==> src/rtl/flappy_pkg.sv <==
// Shared game constants: FSM state encoding, spawn height table, LFSR seed/taps
// and screen geometry used by the pipe scheduler and the pipe datapath blocks.
package flappy_pkg;

  typedef enum logic [1:0] {
    IDLE = 2'd0,
    RUN  = 2'd1,
    LOST = 2'd2
  } state_t;

  localparam int          SCREEN_W         = 1024;
  localparam logic [9:0]  PIPE_PARK_X      = 10'd1023;

  // Fibonacci taps 16,14,13,11 expressed as a mask over bits [15:0]
  localparam logic [15:0] LFSR_SEED        = 16'hACE1;
  localparam logic [15:0] LFSR_TAPS        = 16'hB400;
  localparam logic [9:0]  LFSR_HEIGHT_BASE = 10'd100;

  function automatic logic [9:0] height_lut(input logic [2:0] idx);
    logic [9:0] h;
    case (idx)
      3'd0:    h = 10'd300;
      3'd1:    h = 10'd100;
      3'd2:    h = 10'd210;
      3'd3:    h = 10'd250;
      3'd4:    h = 10'd170;
      3'd5:    h = 10'd190;
      3'd6:    h = 10'd230;
      default: h = 10'd200;
    endcase
    return h;
  endfunction

endpackage

==> src/rtl/tick_divider.sv <==
// Free-running divider that emits a one-cycle Tick every DIV enabled cycles;
// the count is held at zero whenever En is low.
module tick_divider
  import flappy_pkg::*;
#(
  parameter int DIV = 500000
) (
  input  logic Clk,
  input  logic Reset_n,
  input  logic En,
  output logic Tick
);

  localparam int               CNT_W = (DIV > 1) ? $clog2(DIV) : 1;
  localparam logic [CNT_W-1:0] LAST  = CNT_W'(DIV - 1);

  logic [CNT_W-1:0] r_cnt;

  always_ff @(posedge Clk or negedge Reset_n) begin
    if (!Reset_n) begin
      r_cnt <= '0;
    end else if (!En || r_cnt == LAST) begin
      r_cnt <= '0;
    end else begin
      r_cnt <= r_cnt + 1'b1;
    end
  end

  assign Tick = En && (r_cnt == LAST);

endmodule

==> src/rtl/pipe_scheduler.sv <==
// Game controller: run/lost FSM, shared pipe MoveTick, round-robin pipe spawning and scoring.
// Define LFSR_HEIGHT_EN to draw spawn heights from a 16-bit LFSR instead of the constant table.
module pipe_scheduler
  import flappy_pkg::*;
#(
  parameter int NUM_PIPES = 3,
  parameter int TICK_DIV  = 500000,
  parameter int SPAWN_GAP = 350,
  parameter int BIRD_X    = 200,
  parameter int SCORE_W   = 8
) (
  input  logic                   Clk,
  input  logic                   Reset_n,
  input  logic                   Start,
  input  logic                   Collide,
  input  logic [NUM_PIPES-1:0]   PipeActive,
  input  logic [NUM_PIPES*10-1:0] PipeX,
  output logic                   MoveTick,
  output logic [NUM_PIPES-1:0]   Spawn,
  output logic [9:0]             SpawnHeight,
  output logic                   ClearPipes,
  output logic                   Running,
  output logic                   GameOver,
  output logic [SCORE_W-1:0]     Score
);

  localparam int               IDX_W    = $clog2(NUM_PIPES);
  localparam int               GAP_W    = (SPAWN_GAP > 1) ? $clog2(SPAWN_GAP) : 1;
  localparam logic [GAP_W-1:0] GAP_LAST = GAP_W'(SPAWN_GAP - 1);
  localparam logic [IDX_W-1:0] IDX_LAST = IDX_W'(NUM_PIPES - 1);

  state_t               r_state, w_state_next;
  logic                 r_start_q;
  logic [GAP_W-1:0]     r_gap_cnt;
  logic                 r_due;
  logic                 r_check;
  logic [IDX_W-1:0]     r_idx;
  logic [SCORE_W-1:0]   r_score;
  logic                 w_start_edge;
  logic                 w_run;
  logic                 w_live;
  logic                 w_fire;
  logic                 w_score_hit;
  logic [NUM_PIPES-1:0] w_hit;
  logic [9:0]           w_height;

  assign w_start_edge = Start & ~r_start_q;
  assign w_run        = (r_state == RUN);
  assign w_live       = w_run & ~Collide;

  tick_divider #(.DIV(TICK_DIV)) u_move_tick (
    .Clk     (Clk),
    .Reset_n (Reset_n),
    .En      (w_run),
    .Tick    (MoveTick)
  );

  always_ff @(posedge Clk or negedge Reset_n) begin
    if (!Reset_n) r_state <= IDLE;
    else          r_state <= w_state_next;
  end

  always_comb begin
    w_state_next = r_state;
    ClearPipes   = 1'b0;
    Running      = 1'b0;
    GameOver     = 1'b0;
    case (r_state)
      IDLE: begin
        ClearPipes = 1'b1;
        if (w_start_edge) w_state_next = RUN;
      end
      RUN: begin
        Running = 1'b1;
        if (Collide) w_state_next = LOST;
      end
      LOST: begin
        GameOver = 1'b1;
        if (w_start_edge) w_state_next = IDLE;
      end
      default: begin
        ClearPipes   = 1'b1;
        w_state_next = IDLE;
      end
    endcase
  end

  // r_check marks the cycle after a MoveTick, when pipe positions are fresh
  genvar gi;
  generate
    for (gi = 0; gi < NUM_PIPES; gi++) begin : g_hit
      assign w_hit[gi] = PipeActive[gi] && (PipeX[10*gi +: 10] == 10'(BIRD_X));
    end
  endgenerate

  assign w_score_hit = r_check & w_live & (|w_hit);
  assign w_fire      = r_check & r_due & w_live & ~PipeActive[r_idx];
  assign Spawn       = w_fire ? (NUM_PIPES'(1) << r_idx) : '0;
  assign SpawnHeight = w_fire ? w_height : '0;
  assign Score       = r_score;

  always_ff @(posedge Clk or negedge Reset_n) begin
    if (!Reset_n) begin
      r_start_q <= 1'b0;
      r_gap_cnt <= '0;
      r_due     <= 1'b0;
      r_check   <= 1'b0;
      r_idx     <= '0;
      r_score   <= '0;
    end else begin
      r_start_q <= Start;
      r_check   <= MoveTick;
      r_due     <= MoveTick & w_live & (r_gap_cnt == GAP_LAST);
      if (r_state == IDLE && w_start_edge) begin
        r_gap_cnt <= GAP_LAST;
        r_score   <= '0;
      end else begin
        if (w_fire) r_gap_cnt <= '0;
        else if (MoveTick && w_live && r_gap_cnt != GAP_LAST) r_gap_cnt <= r_gap_cnt + 1'b1;
        if (w_score_hit && r_score != '1) r_score <= r_score + 1'b1;
      end
      if (w_fire) r_idx <= (r_idx == IDX_LAST) ? '0 : r_idx + 1'b1;
    end
  end

`ifdef LFSR_HEIGHT_EN
  logic [15:0] r_lfsr;

  always_ff @(posedge Clk or negedge Reset_n) begin
    if (!Reset_n) r_lfsr <= LFSR_SEED;
    else          r_lfsr <= {r_lfsr[14:0], ^(r_lfsr & LFSR_TAPS)};
  end

  assign w_height = LFSR_HEIGHT_BASE + {2'b00, r_lfsr[7:0]};
`else
  logic [2:0] r_hidx;

  always_ff @(posedge Clk or negedge Reset_n) begin
    if (!Reset_n)    r_hidx <= '0;
    else if (w_fire) r_hidx <= r_hidx + 1'b1;
  end

  assign w_height = height_lut(r_hidx);
`endif

endmodule

==> config.mk <==
export PLATFORM = sky130hd
export DESIGN_NAME = pipe_scheduler
export DESIGN_NICKNAME = d
export VERILOG_FILES = /design/src/rtl/flappy_pkg.sv /design/src/rtl/tick_divider.sv /design/src/rtl/pipe_scheduler.sv
export SDC_FILE = /design/constraint.sdc
export NUM_CORES = 1
export LEC_CHECK = 0
export ABC_AREA = 1
export BUFFER_PORTS_ARGS = -buffer_cell sky130_fd_sc_hd__buf_2
export CAP_MARGIN = 20
export CELL_PAD_IN_SITES_DETAIL_PLACEMENT = 0
export CELL_PAD_IN_SITES_GLOBAL_PLACEMENT = 1
export CORE_MARGIN = 3
export CORE_UTILIZATION = 35
export DETAILED_ROUTE_END_ITERATION = 12
export PLACE_DENSITY_LB_ADDON = 0.2
export SLEW_MARGIN = 15
export SYNTH_ARGS = -nofsm -noshare
export SYNTH_HDL_FRONTEND = slang
export SYNTH_SLANG_ARGS = --single-unit
==> constraint.sdc <==
create_clock -name Clk -period 2.3 [get_ports Clk]
set_input_delay 0.345 -clock Clk [delete_from_list [all_inputs] [get_ports Clk]]
set_output_delay 0.345 -clock Clk [all_outputs]
set_load 0.01 [all_outputs]
## After elaboration in Yosys (flattened, before gate mapping)

Index checks and enable logic that the tools add are counted.

| word-level totals | value |
|---|---|
| register bits after elaboration | 46 |
| input bits | 37 |
| output and inout bits | 25 |
| logic and storage cells | 83 |

| operators by class | value |
|---|---|
| add/sub/neg operators | 5 |
| magnitude comparators | 1 |
| eq/ne operators | 19 |
| shifts and indexed selects | 1 |
| mux-type cells | 19 |
| bitwise logic cells | 12 |
| reductions and logical operators | 17 |

Operators with widths:

| operator | number |
|---|---|
| $pmux 9 s7 | 1 |
| $eq 10x8->1 const B | 3 |
| $mux 9 | 3 |
| $add 19x1->19 const B | 1 |
| $eq 19x19->1 const B | 1 |
| $mux 19 | 1 |
| $mux 8 | 2 |
| $mux 10 | 1 |
| $add 9x1->9 const B | 1 |
| $and 1x1->1 | 9 |
| $eq 3x3->1 const B | 3 |
| $eq 9x9->1 const B | 1 |
| $ne 9x9->1 const B | 1 |
| $add 8x1->8 const B | 1 |
| $logic_and 1x1->1 | 8 |
| $mux 2 | 4 |
| $ne 8x8->1 const B | 1 |
| $eq 3x2->1 const B | 2 |
| $ne 2x2->1 const B | 3 |
| $pmux 2 s3 | 1 |
| $eq 2x2->1 const B | 2 |
| $mux 1 | 4 |
| $add 3x1->3 const B | 1 |
| $eq 3x1->1 const B | 1 |
| 16 further kinds | 18 |

## Depth between registers and ports, before layout

Gate-level depths: netlist of the first run.

| depth | value |
|---|---|
| word-level depth | 7 |
| mapped depth | 14 |
| gate-level depth less buffers | 13 |

## Cells and area by module

Synthesis of the first run repeated with hierarchy kept, for this count alone.

| second synthesis, totals | value |
|---|---|
| cells, all modules | 469 |
| area total of the unflattened synthesis | 3,180.6 um^2 |

Modules (own cells, without submodules):

| module | instances | cells each | area an instance (um^2) | sequential area each (um^2) |
|---|---|---|---|---|
| pipe_scheduler | 1 | 311 | 2,057.0 | 675.6 |
| tick_divider | 1 | 158 | 1,123.6 | 475.5 |

## Worst setup path after synthesis of the first run

No wires, ideal clock.

| timing | value |
|---|---|
| path type | flip-flop to output port |
| start | reg r_state[1] |
| end | out SpawnHeight[8] |
| arrival | 1,661 ps |
| data required time | 1,955 ps |
| path slack | 294 ps |
| stages on the path, launching flop included | 11 |
| path buffers | 0 |
| cell sequence | dfrtp_1 > inv_1 > ha_1 > inv_2 > nor2_4 > inv_2 > nor2_2 > nand2_2 > nor2_8 > inv_2 > nor3_1 |

| between the ends | value |
|---|---|
| word-level cells in the longest chain between the ends | 5 |

Ends and longest elaborated chain:

| item | RTL line | RTL |
|---|---|---|
| start: declaration | pipe_scheduler.sv:32 | `state_t r_state, w_state_next;` |
| start signal: assignment | pipe_scheduler.sv:60 | `else r_state <= w_state_next;` |
| $eq 2x1->1 | pipe_scheduler.sv:48 | `assign w_run = (r_state == RUN);` |
| $and 1x1->1 | pipe_scheduler.sv:49 | `assign w_live = w_run & ~Collide;` |
| $and 1x1->1 (2 in a row) | pipe_scheduler.sv:97 | `assign w_fire = r_check & r_due & w_live & ~PipeActive[r_idx];` |
| $mux 10 | pipe_scheduler.sv:99 | `assign SpawnHeight = w_fire ? w_height : '0;` |
| end: declaration | pipe_scheduler.sv:20 | `output logic [9:0] SpawnHeight,` |

No other way between the ends.

## Worst setup path after layout of the first run

| timing | value |
|---|---|
| start | reg r_state[1] |
| end | out SpawnHeight[5] |

The elaborated chain is that of the path after synthesis.

==> results of run 1 <==
-- worst max-delay path: stages (launching register included) --
cell and delay, ps:
sky130_fd_sc_hd__dfrtp_1 390, sky130_fd_sc_hd__inv_2 100, sky130_fd_sc_hd__ha_4 140, sky130_fd_sc_hd__inv_2 50, sky130_fd_sc_hd__nor2_4 90, sky130_fd_sc_hd__inv_2 60
sky130_fd_sc_hd__nor2_4 70, sky130_fd_sc_hd__nand2_2 90, sky130_fd_sc_hd__nor2_8 160, sky130_fd_sc_hd__inv_6 60, sky130_fd_sc_hd__a41oi_1 140, sky130_fd_sc_hd__buf_2 150
-- cells in the final DEF (no fill, tap or decap), drive strengths merged --
cell type and instances:
clkbuf 6, nand4 9, clkinv 1, xor2 16, o21a 1, ha 12
o31ai 1, conb 2, nor3b 4, dfrtp 46, inv 72, nor3 15
clkinvlp 1, o22ai 1, a41oi 1, nand3b 1, a21oi 8, o211ai 1
nor2 72, buf 69, nand3 47, o21ai 13, nand2 131, xnor2 3
-- stage by stage --
step	TNS [ps]	instance area (sq um)	power (mW)
finish	0	3754	2.289
detailed placement	0	3585	1.771
CTS	0	3695	2.284
global route	-10.81	3754	2.486
floorplan	0	3172	1.548
global placement	0	3585	1.764
-- per-layer routing --
layer / vias up / track usage / share of wire
li1: 1572 / - / -
met1: 1365 / 0.2040 / 0.49
met2: 40 / 0.2535 / 0.46
met3: 9 / 0.01791 / 0.030
met4: 0 / 0.04397 / 0.014
met5: - / 0 / 0
-- final cells by class --
type | instances | area, sq um | area share
Clock buffer | 6 | 72.57 | 0.01933
Clock inverter | 1 | 7.507 | 0.002000
Inverter | 73 | 279.0 | 0.07433
Multi-Input combinational cell | 338 | 1732 | 0.4613
Sequential cell | 46 | 1154 | 0.3073
Tap cell | 108 | 135.1 | 0.03600
Timing Repair Buffer | 69 | 374.1 | 0.09967
-- what timing repair did --
action	in CTS	in global routing
setup endpoints to repair	10	12
resized for setup	3	11
hold buffers	0	0
pin swaps	2	4
buffers inserted	3	3
-- how the worst min path moves through the flow --
stage | from | slack (ps) | end | cells past startpoint
after global routing | Start | 170 | r_start_q | 1
after global placement | Start | 470 | r_start_q | 1
after floorplan | Reset_n | 50 | Score[0] | 0
after detailed placement | Start | 470 | r_start_q | 1
after CTS | Start | 150 | r_start_q | 1
final | Reset_n | 140 | r_gap_cnt[8] | 2
-- registers in the layout (all words and copies together), names as in the netlist --
register,cells
u_move_tick.r_cnt,19
r_gap_cnt,9
Score,8
r_hidx,3
r_idx,2
r_state,2
r_check,1
r_due,1
r_start_q,1
-- cell families (layout without fill, tap and decap cells) --
family	Yosys count	in the layout	share of synthesized area
buffers and inverters	80	149	0.1015
AO/OA/AOI/OAI	26	26	0.04503
flip-flops	46	46	0.3633
adder cells (fa/ha/maj)	12	12	0.04739
XOR/XNOR	19	19	0.05253
AND/OR/NAND/NOR	279	279	0.3890
other	1	2	0.001184
-- power by group through the flow --
stage                     Clock, mW  Sequential [mW]  Combinational (mW)
final                         0.478             1.04               0.770
after global routing          0.524             1.06               0.900
after CTS                     0.511             1.03               0.740
after detailed placement          0             1.05               0.723
after global placement            0             1.04               0.722
after floorplan                   0             1.00               0.547
==> impl_metrics.env, run 1 <==
export IMPL_outcome="finished clean"
export IMPL_path_class="flip-flop to output port"
export IMPL_hold_worst_slack_ps=139.4
export IMPL_cts_bufs_inserted=5
export IMPL_final_net_count=582
export IMPL_synthesis_instances=463
export IMPL_r2r_start="r_state[0]"
export IMPL_critical_path_reg2reg_endpoint="r_gap_cnt[6]"
export IMPL_diodes_inserted=0
export IMPL_timing_max_slew_rel_slack=0.5973
export IMPL_clock_tree_from_tritoncts="built"
export IMPL_die_height_um=101.1
export IMPL_placeableCoreArea_sq_mm=0.008763
export IMPL_root_buffer="sky130_fd_sc_hd__clkbuf_8"
export IMPL_hpwlAfterDp_mm=5.666
export IMPL_setup_violations_final=0
export IMPL_power_leakage_nw=1.986
export IMPL_total_routing_usage_reported_by_global_routing=0.1508
export IMPL_routed_wl_mm=7.406
export IMPL_fill_cells=955
export IMPL_dieWidth_um=101.1
export IMPL_synth_area_leaders="sky130_fd_sc_hd__dfrtp_1 (36%), sky130_fd_sc_hd__nand2_1 (15%), sky130_fd_sc_hd__inv_1 (8.2%), sky130_fd_sc_hd__nor2_1 (7.8%), sky130_fd_sc_hd__nand3_1 (7.4%)"
export IMPL_clock_fmax_mhz=461.1
export IMPL_final_core_util=0.4283
export IMPL_syn_avg_cell_area_sq_um=6.842
export IMPL_count_of_state_elements_after_synthesis=46
export IMPL_synth_top_cells_by_count="sky130_fd_sc_hd__nand2_1 (128), sky130_fd_sc_hd__inv_1 (69), sky130_fd_sc_hd__nor2_1 (66), sky130_fd_sc_hd__nand3_1 (47), sky130_fd_sc_hd__dfrtp_1 (46)"
export IMPL_synth_cell_type_count=32
export IMPL_switchingPower_mw=0.8657
export IMPL_grt_pass1_wl_mm=12.77
export IMPL_seqPwrFrac=0.455
export IMPL_boundary_pin_count=62
export IMPL_worstSetupStartpoint="r_state[1]"
export IMPL_tightestPinTransition_ps=604.1
export IMPL_grt_overflow=0
export IMPL_critical_path_endpoint="SpawnHeight[5]"
export IMPL_final_layout_size_suffix_gt1_frac=0.1820
export IMPL_timing_reg2reg_setup_slack_ps=270
export IMPL_place_congestion=0.8384
export IMPL_avgRoutedWirePerCell_um=11.55
export IMPL_cellInternalPower_mw=1.424
export IMPL_clockBufferDepth=2
export IMPL_post_route_drc_count=0
export IMPL_clk_latency_ps=300
export IMPL_reported_max_cap_violation_count=0
export IMPL_reg2reg_depth=13
export IMPL_switching_share=0.3781
export IMPL_largest_net_degree_at_the_start_of_global_routing=47
export IMPL_yosysSeqAreaShare=0.3633
export IMPL_ir_drop_mv=0.4849
export IMPL_die_area_sq_mm=0.01023
export IMPL_detail_route_antenna_nets=0
export IMPL_clock_skew_final_ps=11.06
export IMPL_stdcell_count=641
export IMPL_synth_ff_type="sky130_fd_sc_hd__dfrtp_1"
export IMPL_start_util=0.3615
export IMPL_vias=2986
export IMPL_power_share_combinational=0.336
export IMPL_port_buffers=59
export IMPL_hold_violations=0
export IMPL_grt_pass1_vias=2911
export IMPL_worst_path_maximum_fanout=8
export IMPL_postSynth_asyncResetShare=1.000
export IMPL_post_drt_via_cell_ratio=4.658
export IMPL_synth_edff_count=0
export IMPL_antenna_found_initial=0
export IMPL_cellPowerDensity_mw_per_mm2=609.9
export IMPL_worstSetupEndpointType="output port"
export IMPL_period_needed_ps=2169
export IMPL_initialDrtViolationCount=96
export IMPL_drt_pass1_iter_count=4
export IMPL_cts_reportedPaths_clkPinSlew_ps=90
export IMPL_synthMostInstantiatedCell="sky130_fd_sc_hd__nand2_1"
export IMPL_timing_critical_path_from_type="flip-flop"
export IMPL_dpl_worst_slack_ps=207.6
export IMPL_hold_class="primary input to async pin"
export IMPL_fin_crit_sh=0.9430
export IMPL_layout_setup_ws_ps=131.1
export IMPL_synth_top_area_share=0.3633
export IMPL_yosysTopAreaCell="sky130_fd_sc_hd__dfrtp_1"
export IMPL_floorplan_rows=34
export IMPL_h_tree_depth=2
export IMPL_clkPwrFrac=0.209
export IMPL_yosys_warnings=0
export IMPL_numPlacedInstances=628
export IMPL_cts_sinks=46
export IMPL_cp_data_arrival_time_ps=1820
export IMPL_synth_area_sq_mm=0.003168
export IMPL_critPathRequiredTime_ps=1960
export IMPL_slew_viol_final=0
export IMPL_syn2layout_area_growth_pct=18.48
Power figures use the tool's default switching activity.
==> run 2: changes to the inputs <==
--- a/config.mk
+++ b/config.mk
@@ -13,6 +13,7 @@
 export CORE_MARGIN = 3
 export CORE_UTILIZATION = 35
 export DETAILED_ROUTE_END_ITERATION = 12
+export MAX_ROUTING_LAYER = met4
 export PLACE_DENSITY_LB_ADDON = 0.2
 export SLEW_MARGIN = 15
 export SYNTH_ARGS = -nofsm -noshare
==> run 2 against run 1 <==
Core utilization unchanged. Non-clock buffer count unchanged. Register-to-register slack about the same. Wire length about the same. Power increased by 0.18%. Via count decreased by 0.40%. Die area unchanged. Critical path depth unchanged. Clock power about the same. Largest power group unchanged. Final cell count unchanged. Highest routed layer unchanged. Global-route usage increased by 0.46 points. Design area unchanged.
==> impl_metrics.env, run 2 (synthesis gave the netlist of run 1 again) <==
export IMPL_outcome="finished clean"
export IMPL_layout_cells_most_common="sky130_fd_sc_hd__nand2_1"
export IMPL_initialDrtViolationCount=98
export IMPL_layout_area_seq_sq_mm=0.001154
export IMPL_tightestPinTransition_ps=604.8
export IMPL_clk_latency_ps=300
export IMPL_placeableCoreArea_sq_mm=0.008763
export IMPL_avgRoutedWirePerCell_um=11.56
export IMPL_power_leakage_nw=1.986
export IMPL_grt_overflow=0
export IMPL_hpwlAfterDp_mm=5.666
export IMPL_critical_path_reg2reg_endpoint="r_gap_cnt[6]"
export IMPL_grt_pass1_wl_mm=12.77
export IMPL_die_height_um=101.1
export IMPL_routed_wl_mm=7.407
export IMPL_floorplan_rows=34
export IMPL_syn2layout_area_growth_pct=18.48
export IMPL_path_class="flip-flop to output port"
export IMPL_vias=2974
export IMPL_grt_pass1_vias=2911
export IMPL_die_area_sq_mm=0.01023
export IMPL_detail_route_antenna_nets=0
export IMPL_port_buffers=59
export IMPL_boundary_pin_count=62
export IMPL_reg2reg_depth=13
export IMPL_fin_tns_setup_ps=0
export IMPL_r2r_start="r_state[0]"
export IMPL_timing_reg2reg_setup_slack_ps=270
export IMPL_clockBufferDepth=2
export IMPL_power_consumption_mw=2.293
export IMPL_cts_reportedPaths_clkPinSlew_ps=90
export IMPL_largest_register="u_move_tick.r_cnt"
export IMPL_worst_path_maximum_fanout=8
export IMPL_total_routing_usage_reported_by_global_routing=0.1554
export IMPL_fill_cells=955
export IMPL_worstSetupEndpointType="output port"
export IMPL_cp_data_arrival_time_ps=1830
export IMPL_setup_violations_final=0
export IMPL_final_core_util=0.4283
export IMPL_cellPowerDensity_mw_per_mm2=611.0
export IMPL_hold_worst_slack_ps=138.1
export IMPL_holdBufCountCts=0
export IMPL_post_route_drc_count=0
export IMPL_hold_violations=0
export IMPL_fin_crit_sh=0.9446
export IMPL_drt_pass1_iter_count=4
export IMPL_start_util=0.3615
export IMPL_critPathRequiredTime_ps=1960
export IMPL_h_tree_depth=2
export IMPL_multi_input_comb_area_sq_mm=0.001732
export IMPL_clock_tree_from_tritoncts="built"
export IMPL_mostFrequentLayoutCells="sky130_fd_sc_hd__nand2_1 (127), sky130_fd_sc_hd__inv_1 (68), sky130_fd_sc_hd__nor2_1 (65), sky130_fd_sc_hd__buf_2 (59), sky130_fd_sc_hd__nand3_1 (47)"
export IMPL_clock_fmax_mhz=460.3
export IMPL_slew_viol_final=0
export IMPL_ir_drop_mv=0.4855
export IMPL_cts_bufs_inserted=5
export IMPL_largest_net_degree_at_the_start_of_global_routing=47
export IMPL_clock_skew_final_ps=12.20
export IMPL_timing_critical_path_from_type="flip-flop"
export IMPL_post_drt_via_cell_ratio=4.640
export IMPL_final_net_count=582
export IMPL_hold_class="primary input to async pin"
export IMPL_root_buffer="sky130_fd_sc_hd__clkbuf_8"
export IMPL_antenna_found_initial=0
export IMPL_largest_register_ffs=19
export IMPL_period_needed_ps=2173
export IMPL_diodes_inserted=0
export IMPL_timing_max_slew_rel_slack=0.5968
export IMPL_cts_sinks=46
export IMPL_reported_max_cap_violation_count=0
export IMPL_final_layout_size_suffix_gt1_frac=0.1820
export IMPL_dieWidth_um=101.1
export IMPL_place_congestion=0.8514
-- run 2: repair_timing --
item / CTS / global route
pin swaps: 2 / 4
endpoints found under the setup margin: 10 / 12
setup buffers: 3 / 3
resized for setup: 3 / 11
-- run 2: worst max-delay path by stage --
stage,startpoint,to,slack [ps],cells past startpoint
finish,r_state[1],SpawnHeight[5],130,11
CTS,r_state[1],SpawnHeight[5],3,11
floorplan,r_state[1],SpawnHeight[8],290,10
global route,r_state[1],SpawnHeight[6],-7,12
global placement,r_state[1],SpawnHeight[5],260,11
detailed placement,r_state[1],SpawnHeight[5],210,11
-- run 2: power breakdown --
group,switching [mW],internal [mW]
registers,0.133,0.909
clock network,0.271,0.209
logic,0.466,0.306
total,0.870,1.42
-- run 2: per-layer routing --
| layer | vias to the layer above | GRT usage | routed length, um |
|---|---|---|---|
| met5 | - | - | 0 |
| met2 | 37 | 0.2535 | 3452 |
| li1 | 1572 | - | - |
| met1 | 1356 | 0.2049 | 3662 |
| met3 | 9 | 0.01653 | 184 |
| met4 | 0 | 0.04397 | 106 |
-- run 2: per-stage QoR --
step / setup slack, ps / instances / cell area [sq um]
final: 127.4 / 641 / 3754
after global routing: -7.046 / 641 / 3754
after CTS: 2.945 / 638 / 3695
after detailed placement: 207.6 / 628 / 3585
after global placement: 262.2 / 628 / 3585
after floorplan: 293.5 / 464 / 3172
-- run 2: area by class of cell --
type | instances | share of cell area
flip-flops and latches | 46 | 0.3073
multi-input cells | 338 | 0.4613
inverters | 73 | 0.07433
repair buffers | 69 | 0.09967
clock inverters | 1 | 0.002000
clock buffers | 6 | 0.01933
well taps | 108 | 0.03600
-- run 2: worst max-delay path, stage by stage, from the launching register on --
cell and delay (ps):
sky130_fd_sc_hd__dfrtp_1 390, sky130_fd_sc_hd__inv_2 100, sky130_fd_sc_hd__ha_4 140, sky130_fd_sc_hd__inv_2 50, sky130_fd_sc_hd__nor2_4 90, sky130_fd_sc_hd__inv_2 60
sky130_fd_sc_hd__nor2_4 70, sky130_fd_sc_hd__nand2_2 90, sky130_fd_sc_hd__nor2_8 160, sky130_fd_sc_hd__inv_6 60, sky130_fd_sc_hd__a41oi_1 140, sky130_fd_sc_hd__buf_2 150
==> run 3: changes to the inputs <==
--- a/config.mk
+++ b/config.mk
@@ -5,7 +5,6 @@
 export SDC_FILE = /design/constraint.sdc
 export NUM_CORES = 1
 export LEC_CHECK = 0
-export ABC_AREA = 1
 export BUFFER_PORTS_ARGS = -buffer_cell sky130_fd_sc_hd__buf_2
 export CAP_MARGIN = 20
 export CELL_PAD_IN_SITES_DETAIL_PLACEMENT = 0
==> constraint.sdc (replaced) <==
create_clock -name Clk -period 2.25 [get_ports Clk]
set_input_delay 0.3375 -clock Clk [delete_from_list [all_inputs] [get_ports Clk]]
set_output_delay 0.3375 -clock Clk [all_outputs]
set_load 0.01 [all_outputs]
==> run 3 against run 2 <==
The run now ends with negative hold slack left. Sequential share of layout area increased by 2.6 points. Synthesized area decreased by 12%. Design area decreased by 7.9%. Non-clock buffer count increased by 10. Power decreased by 24%. Clock power increased by 10%. Core utilization increased by 3.3 points. Critical path type unchanged. Critical endpoint is now SpawnHeight[4]. Largest cell class unchanged.
==> impl_metrics.env, run 3 <==
export IMPL_critPathTopFamily="flip-flops"
export IMPL_cellPowerDensity_mw_per_mm2=502.9
export IMPL_grt_pass1_wl_mm=10.29
export IMPL_synth_top_cells_by_count="sky130_fd_sc_hd__dfrtp_1 (46), sky130_fd_sc_hd__nor2_1 (32), sky130_fd_sc_hd__nand2_1 (24), sky130_fd_sc_hd__nand3_1 (20), sky130_fd_sc_hd__a21oi_1 (13)"
export IMPL_yosys_warnings=0
export IMPL_diodes_inserted=0
export IMPL_placeableCoreArea_sq_mm=0.007486
export IMPL_final_net_count=418
export IMPL_synthesis_instances=295
export IMPL_cp_data_arrival_time_ps=1810
export IMPL_die_area_sq_mm=0.009094
export IMPL_count_of_state_elements_after_synthesis=46
export IMPL_clk_latency_ps=310
export IMPL_grt_overflow=0
export IMPL_final_layout_size_suffix_gt1_frac=0.2973
export IMPL_largest_net_degree_at_the_start_of_global_routing=25
export IMPL_clockBufferDepth=2
export IMPL_fin_crit_sh=0.9534
export IMPL_grt_pass1_vias=2195
export IMPL_clock_skew_final_ps=16.86
export IMPL_initialDrtViolationCount=127
export IMPL_synth_area_sq_mm=0.002795
export IMPL_post_route_drc_count=0
export IMPL_post_drt_via_cell_ratio=5.102
export IMPL_largest_register_ffs=19
export IMPL_dpl_worst_slack_ps=145.2
export IMPL_hpwlAfterDp_mm=4.799
export IMPL_cts_bufs_inserted=5
export IMPL_timing_reg2reg_setup_slack_ps=180
export IMPL_vias=2393
export IMPL_layout_setup_ws_ps=104.9
export IMPL_reported_max_cap_violation_count=0
export IMPL_floorplan_rows=31
export IMPL_routed_wl_mm=6.599
export IMPL_cell_type_of_the_slowest_stage_on_the_worst_timing_path="sky130_fd_sc_hd__dfrtp_1"
export IMPL_violations="negative hold slack"
export IMPL_clock_fmax_mhz=466.2
export IMPL_power_share_combinational=0.191
export IMPL_synth_area_leaders="sky130_fd_sc_hd__dfrtp_1 (41%), sky130_fd_sc_hd__ha_1 (5.4%), sky130_fd_sc_hd__nor2_1 (4.3%), sky130_fd_sc_hd__xnor2_1 (3.8%), sky130_fd_sc_hd__nand3_1 (3.6%)"
export IMPL_syn_avg_cell_area_sq_um=9.475
export IMPL_outcome="complete, but fails checks"
export IMPL_cp_num_cells=5
export IMPL_root_buffer="sky130_fd_sc_hd__clkbuf_8"
export IMPL_clock_tree_from_tritoncts="built"
export IMPL_drt_pass1_iter_count=4
export IMPL_place_congestion=0.7730
export IMPL_yosysSeqAreaShare=0.4118
export IMPL_cellInternalPower_mw=1.203
export IMPL_syn2layout_area_growth_pct=23.68
export IMPL_setup_violations_final=0
export IMPL_switchingPower_mw=0.5354
export IMPL_power_consumption_mw=1.739
export IMPL_period_needed_ps=2145
export IMPL_seqPwrFrac=0.504
export IMPL_timing_critical_path_slowest_cell_delay_ps=460
export IMPL_synth_ff_type="sky130_fd_sc_hd__dfrtp_1"
export IMPL_path_class="flip-flop to output port"
export IMPL_postSynth_asyncResetShare=1.000
export IMPL_cts_reportedPaths_clkPinSlew_ps=100
export IMPL_holdBufCountCts=0
export IMPL_hold_violations=6
export IMPL_synth_edff_count=0
export IMPL_port_buffers=59
export IMPL_power_leakage_nw=1.621
export IMPL_r2r_start="u_move_tick.r_cnt[0]"
export IMPL_critPathRequiredTime_ps=1910
export IMPL_critical_path_cell_chain="mux2i_1, o2111ai_4, buf_6, nor3_2, buf_2"
export IMPL_antenna_found_initial=0
export IMPL_avgRoutedWirePerCell_um=14.07
export IMPL_worst_path_buf_inv=2
export IMPL_timing_max_slew_rel_slack=0.4951
export IMPL_layout_cells_most_common="sky130_fd_sc_hd__buf_2"
export IMPL_slew_viol_final=0
export IMPL_clkPwrFrac=0.305
export IMPL_h_tree_depth=2
export IMPL_largest_register="u_move_tick.r_cnt"
export IMPL_worst_path_maximum_fanout=8
export IMPL_detail_route_antenna_nets=0
export IMPL_ir_drop_mv=0.2522
export IMPL_synthMostInstantiatedCell="sky130_fd_sc_hd__dfrtp_1"
export IMPL_yosysTopAreaCell="sky130_fd_sc_hd__dfrtp_1"
export IMPL_tightestPinTransition_ps=752.8
export IMPL_total_routing_usage_reported_by_global_routing=0.1487
export IMPL_boundary_pin_count=62
export IMPL_timing_critical_path_from_type="flip-flop"
export IMPL_start_util=0.3734
export IMPL_post_route_cell_area_sq_mm=0.003457
export IMPL_dieWidth_um=95.37
export IMPL_critical_path_reg2reg_endpoint="r_gap_cnt[3]"
export IMPL_rsz0062_at_grt="true"
export IMPL_hold_class="primary input to async pin"
export IMPL_cts_sinks=46
export IMPL_worstSetupEndpointType="output port"
export IMPL_switching_share=0.3079
export IMPL_hold_worst_slack_ps=-5.893
export IMPL_synth_top_area_share=0.4118
export IMPL_reg2reg_depth=7
export IMPL_mostFrequentLayoutCells="sky130_fd_sc_hd__buf_2 (59), sky130_fd_sc_hd__dfrtp_1 (46), sky130_fd_sc_hd__nor2_1 (31), sky130_fd_sc_hd__nand2_1 (24), sky130_fd_sc_hd__nand3_1 (20)"
export IMPL_placedInstanceArea_sq_mm=0.003254
export IMPL_die_height_um=95.37
export IMPL_synth_cell_type_count=52
-- run 3: changes by cell type after synthesis, sizes merged, moves of 9 or more --
| cell | before | now |
|---|---|---|
| xnor2 | 3 | 12 |
| nand2 | 131 | 24 |
| nor2 | 72 | 32 |
| inv | 72 | 10 |
| nand3 | 47 | 20 |
-- run 3: power by group through the flow --
| stage | registers [mW] | logic (mW) | clock network, mW |
|---|---|---|---|
| 6_report | 0.877 | 0.331 | 0.530 |
| 5_1_grt | 0.882 | 0.382 | 0.584 |
| 4_1_cts | 0.880 | 0.329 | 0.549 |
| 3_5_place_dp | 0.894 | 0.327 | 0 |
| 3_3_place_gp | 0.893 | 0.325 | 0 |
| 2_1_floorplan | 0.889 | 0.180 | 0 |
-- run 3: worst register-to-register path: stages, from the launching register on --
cell,delay (ps)
sky130_fd_sc_hd__dfrtp_1,400
sky130_fd_sc_hd__ha_1,240
sky130_fd_sc_hd__and4_1,280
sky130_fd_sc_hd__nand2_1,110
sky130_fd_sc_hd__nor4_4,260
sky130_fd_sc_hd__buf_4,250
sky130_fd_sc_hd__mux2i_1,100
sky130_fd_sc_hd__a311o_1,320
-- run 3: cell type report --
type | count | area [sq um]
fillers | 722 | 4029
multi-input cells | 227 | 1589
flip-flops and latches | 46 | 1151
repair buffers | 79 | 465.4
well taps | 99 | 123.9
clock buffers | 5 | 68.82
inverters | 10 | 37.54
clock inverters | 3 | 21.27
-- run 3: logic make-up after synthesis --
| family | share of synthesized area |
|---|---|
| AOI/OAI and AO/OA | 0.1007 |
| xor gates and xnor gates | 0.06580 |
| other | 0.001342 |
| buffers and inverters | 0.03939 |
| DFF | 0.4118 |
| muxes | 0.02193 |
| and+or+nand+nor | 0.3053 |
| adders and majority gates | 0.05371 |
-- run 3: worst max-delay path by stage --
stage / from / slack (ps) / endpoint
finish: r_idx[1] / 100 / SpawnHeight[4]
global route: r_state[1] / -3 / SpawnHeight[4]
CTS: r_state[1] / 30 / SpawnHeight[4]
detailed placement: PipeX[12] / 150 / Score[4]
global placement: PipeX[12] / 170 / Score[7]
floorplan: r_state[1] / 40 / Spawn[2]
-- run 3: timing repair --
action	in CTS	in global routing
endpoints found under the setup margin	8	10
pin swaps	2	2
buffers inserted	3	5
gates resized for setup	4	7
-- run 3: through the flow --
step | hold WS [ps] | utilization | std cells | TNS, ps
floorplan | 41.91 | - | 296 | 0
global placement | 358.4 | 0.4347 | 453 | 0
detailed placement | 365.0 | 0.4347 | 453 | 0
CTS | 18.18 | 0.4519 | 464 | 0
global route | 35.68 | 0.4618 | 469 | -3.882
finish | -5.893 | 0.4618 | 469 | 0
-- run 3: metal layers --
layer	GRT usage	routed length, um	vias to the layer above
met2	0.2402	3083	67
met5	-	0	-
li1	-	-	1198
met3	0.02447	443	10
met1	0.1868	2978	1118
met4	0.05649	93	0
